<file path="src/rtl/demux8_rr_scheduler_pkg.sv">
// Shared types, sizes and helpers for the 8-way demux scheduler.
package demux_sched_pkg;

    localparam int unsigned NUM_DST = 8;
    localparam int unsigned SEL_W   = 3;

    typedef enum logic [1:0] {
        IDLE   = 2'd0,
        SEARCH = 2'd1,
        ROUTE  = 2'd2
    } state_t;

    // One-hot decode of a destination index.
    function automatic logic [NUM_DST-1:0] onehot8(input logic [SEL_W-1:0] sel);
        return NUM_DST'(1) << sel;
    endfunction

endpackage

</file>
<file path="src/rtl/demux8_rr_scheduler_if.sv">
// Upstream handshake plus demux-side select/data/strobe bundle.
interface demux8_rr_scheduler_if;
    import demux_sched_pkg::*;

    logic               in_valid;
    logic               in_data;
    logic               in_ready;
    logic [NUM_DST-1:0] dst_ready;
    logic [SEL_W-1:0]   S;
    logic               I;
    logic [NUM_DST-1:0] O_strb;

    // Environment side: produces items and destination readiness.
    modport master (
        output in_valid, in_data, dst_ready,
        input  in_ready, S, I, O_strb
    );

    // Scheduler side.
    modport slave (
        input  in_valid, in_data, dst_ready,
        output in_ready, S, I, O_strb
    );

endinterface

</file>
<file path="src/rtl/demux8_rr_scheduler_rr_pick8.sv">
// Rotating-priority finder: first set req bit at or after ptr, cyclically.
module rr_pick8
    import demux_sched_pkg::*;
(
    input  logic [NUM_DST-1:0] req,
    input  logic [SEL_W-1:0]   ptr,
    output logic [SEL_W-1:0]   gnt_idx,
    output logic               gnt_vld
);

    // Scan from the farthest offset down so the nearest request wins last.
    always_comb begin
        logic [SEL_W-1:0] idx;
        idx     = '0;
        gnt_idx = ptr;
        gnt_vld = 1'b0;
        for (int k = int'(NUM_DST) - 1; k >= 0; k--) begin
            idx = ptr + SEL_W'(k);
            if (req[idx]) begin
                gnt_idx = idx;
                gnt_vld = 1'b1;
            end
        end
    end

endmodule

</file>
<file path="src/rtl/demux8_rr_scheduler.sv">
// Round-robin burst scheduler driving a 1-to-8 bit demux.
module demux8_rr_scheduler
    import demux_sched_pkg::*;
#(
    parameter int unsigned BURST = 4,
    parameter int unsigned CW    = 4
) (
    input  logic                  clk,
    input  logic                  rst,
    input  logic                  en,
    demux8_rr_scheduler_if.slave  bus,
    output logic                  busy,
    output logic                  round_done
);

    state_t           state;
    logic [SEL_W-1:0] ptr;
    logic [SEL_W-1:0] sel;
    logic [CW-1:0]    cnt;
    logic [SEL_W-1:0] gnt_idx;
    logic             gnt_vld;
    logic             in_ready_c;
    logic             xfer_c;
    logic             last_beat_c;
    logic             wrap_c;
    logic [SEL_W-1:0] next_ptr_c;

    rr_pick8 u_pick (
        .req     (bus.dst_ready),
        .ptr     (ptr),
        .gnt_idx (gnt_idx),
        .gnt_vld (gnt_vld)
    );

    // Upstream may only hand over an item while routing to a ready destination.
    assign in_ready_c  = (state == ROUTE) && bus.dst_ready[sel] && en;
    assign bus.in_ready = in_ready_c;

    assign xfer_c      = bus.in_valid && in_ready_c;
    assign last_beat_c = (cnt == CW'(BURST - 1));
    assign next_ptr_c  = sel + SEL_W'(1);
    // A turn ending on the last destination moves ptr 7->0 unless ptr was already 0.
    assign wrap_c      = (sel == SEL_W'(NUM_DST - 1)) && (ptr != '0);

    // Scheduler FSM with registered demux outputs and status.
    always_ff @(posedge clk) begin
        if (rst) begin
            state      <= IDLE;
            ptr        <= '0;
            sel        <= '0;
            cnt        <= '0;
            bus.S      <= '0;
            bus.I      <= 1'b0;
            bus.O_strb <= '0;
            busy       <= 1'b0;
            round_done <= 1'b0;
        end else begin
            bus.O_strb <= '0;
            round_done <= 1'b0;
            case (state)
                IDLE: begin
                    if (en) begin
                        state <= SEARCH;
                        busy  <= 1'b1;
                    end
                end
                SEARCH: begin
                    if (!en) begin
                        state <= IDLE;
                        busy  <= 1'b0;
                    end else if (gnt_vld) begin
                        sel   <= gnt_idx;
                        cnt   <= '0;
                        state <= ROUTE;
                    end
                end
                ROUTE: begin
                    if (!en) begin
                        state <= IDLE;
                        busy  <= 1'b0;
                    end else if (xfer_c) begin
                        bus.S      <= sel;
                        bus.I      <= bus.in_data;
                        bus.O_strb <= onehot8(sel);
                        cnt        <= cnt + CW'(1);
                        if (last_beat_c) begin
                            ptr        <= next_ptr_c;
                            round_done <= wrap_c;
                            state      <= SEARCH;
                        end
                    end else if (!bus.dst_ready[sel]) begin
                        // Destination went away: the partial burst still uses the turn.
                        ptr        <= next_ptr_c;
                        round_done <= wrap_c;
                        state      <= SEARCH;
                    end
                end
                default: begin
                    state <= IDLE;
                    busy  <= 1'b0;
                end
            endcase
        end
    end

endmodule

</file>
<file path="src/flat_wrapper.sv">
// flat-port wrapper written by rule: the top's interface ports become plain ports
module demux8_rr_scheduler_flat import demux_sched_pkg::*;
#(
    parameter int unsigned BURST = 4,
    parameter int unsigned CW    = 4
)
  (clk, rst, en, busy, round_done, bus_in_valid, bus_in_data, bus_dst_ready, bus_in_ready, bus_S, bus_I, bus_O_strb);
  demux8_rr_scheduler_if bus_i ();
  input  logic clk;
  input  logic rst;
  input  logic en;
  output logic busy;
  output logic round_done;
  input wire logic [$bits(bus_i.in_valid)-1:0] bus_in_valid;
  input wire logic [$bits(bus_i.in_data)-1:0] bus_in_data;
  input wire logic [$bits(bus_i.dst_ready)-1:0] bus_dst_ready;
  output wire logic [$bits(bus_i.in_ready)-1:0] bus_in_ready;
  output wire logic [$bits(bus_i.S)-1:0] bus_S;
  output wire logic [$bits(bus_i.I)-1:0] bus_I;
  output wire logic [$bits(bus_i.O_strb)-1:0] bus_O_strb;
  assign bus_i.in_valid = bus_in_valid;
  assign bus_i.in_data = bus_in_data;
  assign bus_i.dst_ready = bus_dst_ready;
  assign bus_in_ready = bus_i.in_ready;
  assign bus_S = bus_i.S;
  assign bus_I = bus_i.I;
  assign bus_O_strb = bus_i.O_strb;
  demux8_rr_scheduler #(.BURST(BURST), .CW(CW)) u_core (.clk(clk), .rst(rst), .en(en), .bus(bus_i), .busy(busy), .round_done(round_done));
endmodule
</file>
<file path="config.mk">
export PLATFORM = sky130hd
export DESIGN_NAME = demux8_rr_scheduler_flat
export DESIGN_NICKNAME = d
export VERILOG_FILES = /design/src/rtl/demux8_rr_scheduler_pkg.sv /design/src/rtl/demux8_rr_scheduler_if.sv /design/src/rtl/demux8_rr_scheduler_rr_pick8.sv /design/src/rtl/demux8_rr_scheduler.sv /design/src/flat_wrapper.sv
export SDC_FILE = /design/constraint.sdc
export NUM_CORES = 1
export LEC_CHECK = 0
export CAP_MARGIN = 25
export CORE_ASPECT_RATIO = 0.75
export CORE_MARGIN = 4
export CORE_UTILIZATION = 44
export DETAILED_ROUTE_END_ITERATION = 7
export PLACE_DENSITY = 0.68
export SYNTH_ARGS = -nofsm -noshare
export SYNTH_HDL_FRONTEND = slang
export SYNTH_SLANG_ARGS = --single-unit
</file>
<file path="constraint.sdc">
create_clock -name clk -period 3.1 [get_ports clk]
set_input_delay 0.62 -clock clk [delete_from_list [all_inputs] [get_ports clk]]
set_output_delay 0.62 -clock clk [all_outputs]
set_load 0.05 [all_outputs]
</file>
Word level (Yosys, flattened, before mapping)
Cells that the tools add are included.
- register bits after elaboration: 26
- input bits: 13
- output and inout bits: 15
- logic and storage cells: 118
- shift-type cells: 1
- add/subtract/negate cells: 9
- reduce and logical (&&, ||, !) cells: 16
- eq/ne operators: 15
- magnitude comparators: 9
- bitwise logic cells: 3
- multiplexer cells: 56
- operator list (operator ; count):
    3-bit by 4-bit < comparator with 1-bit output (second input constant) ; 9
    3-bit 2-to-1 mux ; 11
    1-bit binary-select mux with 3-bit select ; 9
    1-bit 2-to-1 mux ; 22
    4-bit 2-to-1 mux ; 4
    2-bit 2-to-1 mux ; 7
    3-bit adder (second input constant) ; 4
    2-bit != test (second input constant) ; 5
    4-bit case mux with 2 select lines ; 1
    4-bit AND reduction ; 2
    1-bit by 3-bit left shift with 8-bit output (first input constant) ; 1
    3-bit by 1-bit adder with 3-bit output (second input constant) ; 2
    3-bit by 2-bit adder with 3-bit output (second input constant) ; 2
    2-bit by 1-bit != test with 1-bit output (second input constant) ; 3
    2-bit case mux with 3 select lines ; 1
    3-bit AND reduction ; 2
    5-bit AND reduction ; 1
    4-bit by 1-bit adder with 4-bit output (second input constant) ; 1
    4-bit by 2-bit == test with 1-bit output (second input constant) ; 1
    1-bit logical AND ; 4
    4-bit by 3-bit != test with 1-bit output (second input constant) ; 1
    4-bit != test (second input constant) ; 1
    4-bit OR reduction ; 1
    3-bit == test (second input constant) ; 1
    other kinds (11) ; 13

Logic depth before layout (Yosys ltp)
- depth in word-level cells: 14
- depth in mapped cells: 13

Cells and area by module
From an unflattened synthesis, not the netlist that was laid out.
- cell total of the unflattened synthesis: 216
- area total of the unflattened synthesis: 2090.8 µm²
- modules (own cells, without submodules) (module ; times used ; area an instance (µm²) ; cells an instance):
    demux8_rr_scheduler ; 1 ; 1283.7 ; 132
    rr_pick8 ; 1 ; 807.0 ; 84

Worst setup path after synthesis
OpenSTA, ideal clock, no wires.
- kind: reg2reg
- start point: register u_core.ptr[1]
- end point: register u_core.state[0]
- path buffers: 3
- setup time: 128 ps
- stages on the path, launching flop included: 13
- data arrival time: 3090 ps
- period minus slack after synthesis: 3218 ps
- setup slack: -118 ps
- cell sequence: dfxtp_1 > buf_6 > clkbuf_1 > inv_1 > ha_1 > buf_6 > mux4_2 > and2_4 > a2111oi_4 > o2111ai_2 > o221ai_2 > mux2i_1 > nor2_1
- word-level cells in the longest chain between the ends: 13
- elaborated cells between the ends (all ways): 33
- ends and longest elaborated chain (item ; line ; text):
    start: declaration ; demux8_rr_scheduler.sv:17 ; logic [SEL_W-1:0] ptr;
    start signal: assignment ; demux8_rr_scheduler.sv:87 ; ptr <= next_ptr_c;
    start signal: assignment ; demux8_rr_scheduler.sv:93 ; ptr <= next_ptr_c;
    3-bit adder ; demux8_rr_scheduler_rr_pick8.sv:18 ; idx = ptr + SEL_W'(k);
    1-bit binary-select mux with 3-bit select ; demux8_rr_scheduler_rr_pick8.sv:19 ; if (req[idx]) begin
    1-bit 2-to-1 mux (not written as such) ; demux8_rr_scheduler_rr_pick8.sv:19 ;
    1-bit 2-to-1 mux (7 in series) ; demux8_rr_scheduler_rr_pick8.sv:19 ;
    1-bit 2-to-1 mux * ; demux8_rr_scheduler_rr_pick8.sv:19 ;
    3-bit by 2-bit != test with 1-bit output (no line) * ; - ;
    4-bit AND reduction (no line) * ; - ;
    end signal: assignment ; demux8_rr_scheduler.sv:48 ; state <= IDLE;
    end signal: assignment ; demux8_rr_scheduler.sv:63 ; state <= SEARCH;
    end signal: assignment ; demux8_rr_scheduler.sv:69 ; state <= IDLE;
    end: declaration ; demux8_rr_scheduler.sv:16 ; state_t state;
Mark *: on every way between the ends. The rest lies on a longest branch, timed or not. The select of a mux whose other input is x is not followed.
A chain may end at the register's enable or synchronous reset.

Worst setup path after layout
Ends and elaborated chain as after synthesis.

==> load_flow_metrics.sql <==
INSERT INTO impl_metrics (metric_group, metric, value, unit) VALUES
('logic_synthesis', 'ys_top_cells_by_area', 'dfxtp_1, mux4_2, ha_1', ''),
('global_route', 'initial_antenna_violation_count', '0', ''),
('layout', 'diode_count', '0', ''),
('job', 'max_capacitance_violation_count', '0', ''),
('clocking', 'cts_inserted_buffers', '3', ''),
('logic_synthesis', 'post_synth_instance_area', '2350', 'µm²'),
('pwr', 'clockPowerShare', '0.317', ''),
('logic_synthesis', 'synth.area.mux_share', '0.267', ''),
('timing', 'final.min_clock_period', '2.86', 'ns'),
('floorplan', 'io_count', '28', ''),
('global_route', 'grt_pass1_wl', '9.16', 'mm'),
('logic_synthesis', 'synth.ff_latch_count', '26', ''),
('logic_synthesis', 'asyncSetResetFlopFracSynth', '0', ''),
('global_route', 'globalRouteMet1Util', '0.278', ''),
('floorplan', 'floorplan.initialDensity', '0.467', ''),
('pwr', 'fin_total_pwr', '0.879', 'mW'),
('timing', 'setup_violations', '0', ''),
('global_route', 'met3_usage', '0.0304', ''),
('timing', 'slew_headroom', '0.655', ''),
('layout', 'drive_above_1_share', '0.208', ''),
('layout', 'layout.cells.most_common', 'nor2_1', ''),
('timing', 'layout_worst_path_cycle_share', '0.921', ''),
('clocking', 'numClockSinks', '26', ''),
('run_status', 'run_status', 'finished clean', ''),
('route', 'viasPerCell', '5.73', ''),
('logic_synthesis', 'synth_compound_gate_area_share', '0.185', ''),
('route', 'detailroute.via_count', '2034', ''),
('hold_path', 'worstHoldPathType', 'flop to flop', ''),
('pwr', 'flop_pwr_share', '0.409', ''),
('layout', 'fillers', '465', ''),
('timing', 'fin_tns_setup', '0', 'ns'),
('timing', 'report.final.slew_viol_count', '0', ''),
('logic_synthesis', 'syn-num-nets', '278', ''),
('logic_synthesis', 'synth-simple-area-share', '0.165', ''),
('clocking', 'cts_tree', 'yes', ''),
('setup_path', 'worst_path_max_fanout', '9', ''),
('clocking', 'root_cell_of_the_clock_tree', 'clkbuf_8', ''),
('logic_synthesis', 'synth_warn', '0', ''),
('floorplan', 'core_region_area', '5040', 'µm²'),
('placement', 'gp_routability_congestion', '0.873', ''),
('layout', 'sequential_cell_area', '520', 'µm²'),
('logic_synthesis', 'dominant_combinational_cell_family_by_area_after_synthesis', 'multiplexers', ''),
('global_route', 'gr-usage-all-layers', '0.171', ''),
('logic_synthesis', 'syn_area_per_cell', '9.34', 'µm²'),
('floorplan', 'die_area', '6600', 'µm²'),
('clocking', 'post_cts_hold_buffer_count', '0', ''),
('clocking', 'clk-insertion-delay-late', '0.27', 'ns'),
('timing', 'finClkSkew', '0.00716', 'ns'),
('pwr', 'leakagePower', '1.02', 'nW'),
('route', 'wl_per_cell', '15.4', 'µm'),
('logic_synthesis', 'synthFlopType', 'dfxtp_1', ''),
('logic_synthesis', 'synth-xor-area-share', '0.0186', ''),
('clocking', 'htreeDepth', '1', ''),
('pwr', 'power.combinational.fraction', '0.274', ''),
('layout', 'nNetsFinal', '310', ''),
('layout', 'synthToLayoutAreaGrowth', '19.8', '%'),
('logic_synthesis', 'count_of_flip_flops_with_a_built_in_enable_after_synthesis', '0', ''),
('pwr', 'internal-power', '0.634', 'mW'),
('pwr', 'netSwitchingPower', '0.245', 'mW'),
('route', 'routed_wirelength', '5.45', 'mm'),
('floorplan', 'floorplan.die.height', '71.4', 'µm'),
('logic_synthesis', 'synth_fa_ha_area_frac', '0.0691', ''),
('timing', 'grt_setup_unrepaired', 'no', ''),
('floorplan', 'floorplan.die.width', '92.5', 'µm'),
('logic_synthesis', 'portion_of_synthesized_cell_area_occupied_by_the_leading_cell_type', '0.221', ''),
('placement', 'port-buffer-count', '27', ''),
('pwr', 'netSwitchingFraction', '0.278', ''),
('global_route', 'grt-ovfl-total', '0', ''),
('clocking', 'clk_pin_slew', '0.09', 'ns'),
('route', 'post-route-drc-count', '0', ''),
('timing', 'timing.fmax', '350', 'MHz');
## power groups by stage
stage	Combinational, mW	Sequential [mW]	Clock (mW)
final	0.241	0.359	0.279
after global placement	0.237	0.367	0
after detailed placement	0.239	0.367	0
after floorplan	0.161	0.370	0
after CTS	0.240	0.359	0.287
after global routing	0.266	0.362	0.293
## flip-flops by register name, indices dropped and copies added, names as in the netlist
register / count
u_core.bus.I: 1
u_core.bus.O_strb: 8
u_core.round_done: 1
u_core.state: 2
u_core.cnt: 4
u_core.ptr: 3
u_core.bus.S: 3
u_core.sel: 3
u_core.busy: 1
## metrics by stage
step	cells	area (µm²)	setup WS, ns
2_1_floorplan	252	2360	0.0214
3_3_place_gp	351	2740	0.00706
3_5_place_dp	351	2740	-0.0367
4_1_cts	355	2820	0.142
5_1_grt	355	2820	0.0357
6_report	355	2820	0.245
## kinds of logic after synthesis
kind of cell | after synthesis
AOI/OAI and AO/OA | 55
xor gates and xnor gates | 5
adders and majority gates | 13
buffers and inverters | 34
DFF | 26
muxes | 36
and+or+nand+nor | 83
## cell usage after synthesis (all sizes together) (3+ instances only)
cell type / count
o221ai: 3
nand2: 26
clkbuf: 9
a221oi: 4
a21oi: 17
dfxtp: 26
nand3: 7
nor3: 3
nor2: 30
and2: 4
inv: 13
mux2i: 14
or3: 3
xor2: 4
ha: 13
buf: 12
o211ai: 3
mux4: 20
o21ai: 6
a211oi: 4
## metal layers
layer	share of wire	vias up
li1	-	997
met1	0.51	970
met2	0.42	65
met3	0.068	2
met4	0.0031	0
met5	0	-
## timing repair
item                       4_1_cts  5_1_grt
gates resized for setup          0        2
buffers inserted                 0        0
setup endpoints to repair        0        6
## worst max-delay path, stage by stage, from the launching register on
cell and delay (ns):
dfxtp_1 0.34, inv_1 0.06, ha_2 0.49, mux4_2 0.58, and2_1 0.21, nor4_2 0.33
o2111ai_2 0.21, o221ai_2 0.25, mux2i_1 0.21, nor2_1 0.05
## final timing paths
path,cells past startpoint,from,slack [ns],end
max,9,u_core.ptr[1]$_SDFFE_PP0P_,0.24,u_core.state[0]$_SDFFE_PP0P_
max reg2reg,9,u_core.ptr[1]$_SDFFE_PP0P_,0.24,u_core.state[0]$_SDFFE_PP0P_
min reg2reg,2,u_core.bus.S[0]$_SDFFE_PP0P_,0.46,u_core.bus.S[0]$_SDFFE_PP0P_
min,2,u_core.bus.S[0]$_SDFFE_PP0P_,0.46,u_core.bus.S[0]$_SDFFE_PP0P_
## area by class of cell
class | count | share of cell area
well taps | 72 | 0.0319
clock buffers | 3 | 0.0146
multi-input cells | 192 | 0.590
inverters | 13 | 0.0173
flip-flops and latches | 26 | 0.185
repair buffers | 48 | 0.151
clock inverters | 1 | 0.0106
No activity file was read; power rests on OpenSTA's default activity.
